### config.mk
export PLATFORM = sky130hd
export DESIGN_NAME = idelay_tap_ctrl
export DESIGN_NICKNAME = d
export VERILOG_FILES = /design/src/rtl/idelay_tap_ctrl.sv
export SDC_FILE = /design/constraint.sdc
export NUM_CORES = 1
export LEC_CHECK = 0
export ABC_AREA = 1
export CELL_PAD_IN_SITES_DETAIL_PLACEMENT = 0
export CELL_PAD_IN_SITES_GLOBAL_PLACEMENT = 1
export CORE_MARGIN = 3
export CORE_UTILIZATION = 38
export DETAILED_ROUTE_END_ITERATION = 10
export GPL_ROUTABILITY_DRIVEN = 0
export PLACE_DENSITY = 0.88
export SYNTH_ARGS = -nofsm -noshare
export SYNTH_HDL_FRONTEND = slang
export SYNTH_SLANG_ARGS = --single-unit
export TNS_END_PERCENT = 10
### constraint.sdc
create_clock -name ref_clk_400m -period 5.3 [get_ports ref_clk_400m]
set_input_delay 1.06 -clock ref_clk_400m [delete_from_list [all_inputs] [get_ports ref_clk_400m]]
set_output_delay 1.06 -clock ref_clk_400m [all_outputs]
set_load 0.03 [all_outputs]
### src/rtl/idelay_tap_ctrl.sv
// rtl/idelay_tap_ctrl.sv - IDELAY tap-change sequencer (EN_VTC off, LOAD, settle), optional readback check via IDELAY_READBACK_CHECK_EN
module idelay_tap_ctrl #(
  parameter int unsigned VTC_WAIT   = 10,
  parameter int unsigned SETTLE_CYC = 8
) (
  input  logic       ref_clk_400m,
  input  logic       reset,
  input  logic       i_idelay_rdy,
  input  logic       i_req,
  input  logic [8:0] i_tap,
  input  logic [8:0] i_cnt_value_out,
  output logic       o_ready,
  output logic       o_busy,
  output logic       o_done,
  output logic       o_err,
  output logic       o_en_vtc,
  output logic       o_load,
  output logic [8:0] o_cnt_value
);

  typedef enum logic [2:0] {
    S_WAIT_RDY,
    S_IDLE,
    S_VTC_OFF,
    S_LOAD,
    S_SETTLE,
    S_DONE
  } state_t;

  // Counters count down to zero, so each timed state reloads with its length minus one.
  localparam logic [7:0] VTC_RELOAD    = 8'(VTC_WAIT - 1);
  localparam logic [7:0] SETTLE_RELOAD = 8'(SETTLE_CYC - 1);

  state_t     state;
  state_t     state_nxt;
  logic       abort;
  logic [7:0] wait_cnt;
  logic [8:0] tap_q;

  // State register.
  always_ff @(posedge ref_clk_400m) begin
    if (reset) begin
      state <= S_WAIT_RDY;
    end else begin
      state <= state_nxt;
    end
  end

  // Next-state and Moore outputs; loss of IDELAYCTRL ready overrides every transition.
  always_comb begin
    state_nxt = state;
    abort     = 1'b0;
    o_ready   = 1'b0;
    o_busy    = 1'b0;
    o_done    = 1'b0;
    o_en_vtc  = 1'b1;
    o_load    = 1'b0;
    case (state)
      S_WAIT_RDY: begin
        if (i_idelay_rdy) state_nxt = S_IDLE;
      end
      S_IDLE: begin
        o_ready = 1'b1;
        if (i_req) state_nxt = (i_tap == o_cnt_value) ? S_DONE : S_VTC_OFF;
      end
      S_VTC_OFF: begin
        o_busy   = 1'b1;
        o_en_vtc = 1'b0;
        if (wait_cnt == 8'd0) state_nxt = S_LOAD;
      end
      S_LOAD: begin
        o_busy    = 1'b1;
        o_en_vtc  = 1'b0;
        o_load    = 1'b1;
        state_nxt = S_SETTLE;
      end
      S_SETTLE: begin
        o_busy   = 1'b1;
        o_en_vtc = 1'b0;
        if (wait_cnt == 8'd0) state_nxt = S_DONE;
      end
      S_DONE: begin
        o_busy    = 1'b1;
        o_done    = 1'b1;
        state_nxt = S_IDLE;
      end
      default: state_nxt = S_WAIT_RDY;
    endcase
    if (state != S_WAIT_RDY && !i_idelay_rdy) begin
      state_nxt = S_WAIT_RDY;
      abort     = 1'b1;
    end
  end

  // Wait counter, latched tap, applied tap and sticky error flag.
  always_ff @(posedge ref_clk_400m) begin
    if (reset) begin
      wait_cnt    <= 8'd0;
      tap_q       <= 9'd0;
      o_cnt_value <= 9'd0;
      o_err       <= 1'b0;
    end else begin
      if (state_nxt != state) begin
        case (state_nxt)
          S_VTC_OFF: wait_cnt <= VTC_RELOAD;
          S_SETTLE:  wait_cnt <= SETTLE_RELOAD;
          default:   wait_cnt <= 8'd0;
        endcase
      end else if (wait_cnt != 8'd0) begin
        wait_cnt <= wait_cnt - 8'd1;
      end

      if (state == S_IDLE && state_nxt == S_VTC_OFF) tap_q <= i_tap;
      // CNTVALUEIN changes on entry to LOAD so it is already valid while LOAD is high.
      if (state == S_VTC_OFF && state_nxt == S_LOAD) o_cnt_value <= tap_q;

      if (abort) o_err <= 1'b1;
`ifdef IDELAY_READBACK_CHECK_EN
      if (state == S_SETTLE && wait_cnt == 8'd0 && i_cnt_value_out != tap_q) o_err <= 1'b1;
`endif
    end
  end

`ifndef IDELAY_READBACK_CHECK_EN
  logic unused_cnt_value_out;
  assign unused_cnt_value_out = ^i_cnt_value_out;
`endif

endmodule

### Yosys cells after proc, flatten, opt, wreduce, memory -nomap -nowiden

Index checks and enable logic that the tools add are counted.

| word-level totals | value |
|---|---|
| register bits | 30 |
| input port bits | 22 |
| output and inout port bits | 15 |
| logic and storage cells | 43 |

| cells by class | value |
|---|---|
| add/subtract/negate cells | 1 |
| equality and inequality tests | 10 |
| muxes and demuxes | 16 |
| reductions and logical operators | 11 |

Operators with widths:

| kind | number |
|---|---|
| $mux 3 | 6 |
| $pmux 3 s6 | 1 |
| $mux 8 | 2 |
| $eq 3x2->1 const B | 4 |
| $eq 3x3->1 const B | 3 |
| $eq 9x9->1 | 1 |
| $logic_not 8->1 | 1 |
| $pmux 4 s2 | 1 |
| $reduce_bool 8->1 | 1 |
| $sub 8x1->8 const B | 1 |
| $mux 1 | 6 |
| $reduce_or 4->1 | 1 |
| $eq 3x1->1 const B | 1 |
| $logic_and 1x1->1 | 3 |
| $logic_not 3->1 | 1 |
| $ne 3x3->1 | 1 |
| $reduce_bool 3->1 | 1 |
| $reduce_or 3->1 | 1 |
| $reduce_bool 2->1 | 1 |
| $logic_not 1->1 | 1 |

### Depth between registers and ports, before layout

| logic depth | value |
|---|---|
| depth in word-level cells | 8 |
| depth in mapped cells | 18 |
| depth with buffers taken out | 18 |

### Worst setup path after synthesis

OpenSTA, ideal clock, no wires.

| timing | value |
|---|---|
| path type | register to output |
| from | register state[1] |
| to | output port o_load |
| arrival | 1252 ps |
| setup slack | 2988 ps |
| cell stages (with the launch flop) | 3 |
| path through | dfxtp_1 -> inv_1 -> nor3_1 |

| between the ends | value |
|---|---|
| word-level cells in the longest chain between the ends | 2 |

Ends and longest elaborated chain:

| what | RTL line | text |
|---|---|---|
| start, declared | 34 | `state_t state;` |
| start signal, assigned | 45 | `state <= state_nxt;` |
| $eq 3x2->1 | 58 | `case (state)` |
| $mux 1 | 58 |  |
| end, declared | 17 | `output logic o_load,` |

No other way between the ends.

### Worst setup path after layout

| timing | value |
|---|---|
| from | input port i_tap[2] |
| to | register wait_cnt[2] |

| between the ends | value |
|---|---|
| word-level cells in the longest chain between the ends | 8 |

Ends and longest elaborated chain:

| what | RTL line | text |
|---|---|---|
| start, declared | 10 | `input logic [8:0] i_tap,` |
| $eq 9x9->1 * | 64 | `if (i_req) state_nxt = (i_tap == o_cnt_value) ? S_DONE : S_VTC_OFF;` |
| $mux 3 * (2 in a row) | 64 |  |
| $pmux 3 s6 * | 58 |  |
| $mux 3 * | 89 | `if (state != S_WAIT_RDY && !i_idelay_rdy) begin` |
| $eq 3x3->1 or $eq 3x2->1 (tied branches) | 104 | `case (state_nxt)` |
| $pmux 4 s2 | 104 |  |
| $mux 8 | 103 | `if (state_nxt != state) begin` |
| end signal, assigned | 110 | `wait_cnt <= wait_cnt - 8'd1;` |
| end, declared | 37 | `logic [7:0] wait_cnt;` |

Every way passes the cells marked *; elsewhere a longest branch is shown, timed or not.
A chain may end at the register's enable or synchronous reset.

==> flow_summary.toml <==
[sta]
clock_skew_ns = 0.00180
rsz0062_at_grt = "false"
tightest_slew_ns = 0.488
hold_viol_final = 0
fin_crit_sh = 0.555
slew_violations = 0
post-route-min-period_ns = 2.94
finalSetupTns_ns = 0
setup_viol = 0
relSlewSlack = 0.674
fmax_mhz = 340

[global_routing]
grt-ovfl-total = 0
grt_pass1_vias = 1227
grt_pass1_wl_um = 5420
grt_max_degree = 21
antenna_found_initial = 0
grt_util_all_layers = 0.135

[synth]
synth_cell_types = 30
netlist_area_um2 = 1590
yosysTopAreaCellShare = 0.377
avgSynthCellArea_um2 = 7.20
synth_seq_cells = 30
postSynthNetCount = 246
ys_warn_count = 0
yosys.area.top_type = "dfxtp_1"
synth-seq-area-share = 0.377
synth.area.top_cells = "dfxtp_1 (38%), nand2_1 (10%), inv_1 (7.8%), a21oi_1 (7.2%), o21ai_1 (4.7%)"
syn_inst = 221

[place]
portBuffers = 27
place_area_um2 = 1890
dp_hpwl_um = 2380
placed_cells = 291

[power_and_ir_drop]
ir_drop_mv = 0.206
pwr-share-comb = 0.447
switching_share = 0.410
p_clk_frac = 0.216
p_sw_mw = 0.367
pwr-share-seq = 0.337
powerDensity_nw_per_um2 = 451
intPower_mw = 0.528
leakage_nw = 0.844

[floorplan]
num_rows = 22
die_w_um = 70.7
initial_utilization = 0.413
io_pins = 37
core_area_um2 = 3850
die_area_um2 = 5000
fp.dieH_um = 70.7

[hold_path]
hp-class = "flip-flop to flip-flop"

[route]
via_count = 1402
viasPerCell = 4.69
firstDrtPassIters = 4
drtIter0Drc = 52
route.detailed.drc = 0
wire_per_inst_um = 10.6
routed_wl_um = 3170
postRouteAntennaNets = 0

[setup_path]
cp_num_buf_inv = 2
cp_max_fo = 20
cp.required_ns = 5.46
critPathCaptureType = "flip-flop"
crit_chain = "clkdlybuf4s50_1 -> inv_1 -> nand2_1 -> nand4_1 -> nor2_1 -> nand2_1 -> nand3_1 -> nand2_1 -> nand3_2 -> nand2_2 -> nor2_8 -> nand2_4 -> nand2_1 -> o21ai_1 -> nand2_1 -> nor2_1"
path_class = "input port to flip-flop"
max_stage_delay_ns = 0.50
crit_family = "simple AND/OR/NAND/NOR gates"
worstSetupStartpointType = "input port"
cp_slowest_cell = "clkdlybuf4s50_1"
arrival_ns = 3.10
cpMostUsedCell = "nand2_1"

[cts]
cts_sinks = 30
cts_tree = "yes"
path_clk_slew_ns = 0.06
cts-root-buf = "clkbuf_8"
cts_htree_levels = 2
hold_buffers = 0
cts_resized = 0
cts_buffers = 5
cts_setup_buffers = 0
clock_path_buffers = 2
clkLatencyLatePin_ns = 0.29

[final_layout]
areaGrowthSynthToFinish_pct = 24.8
final_cells = 299
nFillCells = 416
antenna_cells = 0
fin_area_um2 = 1990
layout.nets = 275
drive_gt1_frac = 0.112

[flow_run]
maxCapViolations = 0

[run_status]
outcome = "finished clean"
-- through the flow --
step | worst slack [ns] | power [mW] | utilization | hold WS [ns]
after floorplan | 2.99 | 0.624 | - | 0.423
after global placement | 2.00 | 0.708 | 0.492 | 0.433
after detailed placement | 2.02 | 0.711 | 0.492 | 0.441
after CTS | 2.32 | 0.904 | 0.515 | 0.451
after global routing | 2.13 | 0.966 | 0.515 | 0.465
final | 2.36 | 0.895 | 0.515 | 0.447
-- area by class of cell --
| type | instances | area, um2 | share of cell area |
|---|---|---|---|
| clock buffers | 7 | 86.3 | 0.0435 |
| clock inverters | 1 | 5.00 | 0.00252 |
| inverters | 38 | 145 | 0.0731 |
| multi-input cells | 148 | 818 | 0.412 |
| flip-flops and latches | 30 | 601 | 0.302 |
| well taps | 48 | 60.1 | 0.0302 |
| repair buffers | 27 | 270 | 0.136 |
-- per-layer routing --
| metal | part of all wire | vias to the layer above | global-route usage |
|---|---|---|---|
| li1 | - | 761 | - |
| met1 | 0.49 | 614 | 0.167 |
| met2 | 0.45 | 19 | 0.211 |
| met3 | 0.034 | 8 | 0.0384 |
| met4 | 0.023 | 0 | 0.0752 |
| met5 | 0 | - | 0 |
-- cell usage in the layout, fill, tap and decap left out --
master,netlist,routed
nand2_1,43,43
inv_1,33,33
dfxtp_1,30,30
clkdlybuf4s50_1,0,27
a21oi_1,23,23
nor2_1,15,15
o21ai_1,15,15
nand3_1,9,9
xnor2_1,6,6
clkbuf_8,0,6
nor3_1,5,5
nand2_2,5,5
inv_2,4,4
xor2_1,4,4
nand4_1,3,3
nand2_4,3,3
nand3_2,3,3
ha_1,3,3
o31ai_1,2,2
o21ai_0,2,2
nor3_2,1,1
or2_4,1,1
inv_4,1,1
a21o_1,1,1
nor2_4,1,1
nor4_1,1,1
nor2_8,1,1
a211oi_2,1,1
clkbuf_1,1,1
clkinv_2,0,1
-- cell usage after synthesis, drive strengths merged --
cell	number
a211oi	1
a21o	1
a21oi	23
buf	4
clkbuf	1
dfxtp	30
ha	3
inv	38
nand2	51
nand3	12
nand4	3
nor2	17
nor3	6
nor4	1
o21ai	17
o31ai	2
or2	1
xnor2	6
xor2	4
-- power groups by stage --
stage	Sequential, mW	Combinational, mW	Clock, mW
final	0.302	0.400	0.193
after global routing	0.307	0.452	0.207
after floorplan	0.309	0.315	0
after CTS	0.302	0.406	0.196
after global placement	0.306	0.402	0
after detailed placement	0.307	0.404	0
-- cell families (layout without fill, tap and decap cells) --
group / Yosys count / count (layout) / share of synthesized area
AOI/OAI and AO/OA: 44 / 44 / 0.148
xor gates and xnor gates: 10 / 10 / 0.0550
adders and majority gates: 3 / 3 / 0.0236
buffers and inverters: 43 / 73 / 0.108
DFF: 30 / 30 / 0.377
and+or+nand+nor: 91 / 91 / 0.288
-- worst min-delay path, cell delays in order, from the launching register on --
cell and delay (ns):
dfxtp_1 0.31, inv_1 0.05, a21oi_1 0.05
-- final timing paths --
check                                                end  cells past startpoint                  start  slack (ns)
worst max register to register  wait_cnt[2]$_SDFFE_PP0P_                     14    state[1]$_SDFF_PP0_        3.14
worst max-delay path            wait_cnt[2]$_SDFFE_PP0P_                     16               i_tap[2]        2.36
worst min-delay path               tap_q[3]$_SDFFE_PP0P_                      2  tap_q[3]$_SDFFE_PP0P_        0.45
worst min register to register     tap_q[3]$_SDFFE_PP0P_                      2  tap_q[3]$_SDFFE_PP0P_        0.45
-- registers in the layout, summed over array words and instances (netlist names) --
signal,cells
o_cnt_value,9
tap_q,9
wait_cnt,8
state,3
o_err,1
No activity file was read; power rests on OpenSTA's default activity.
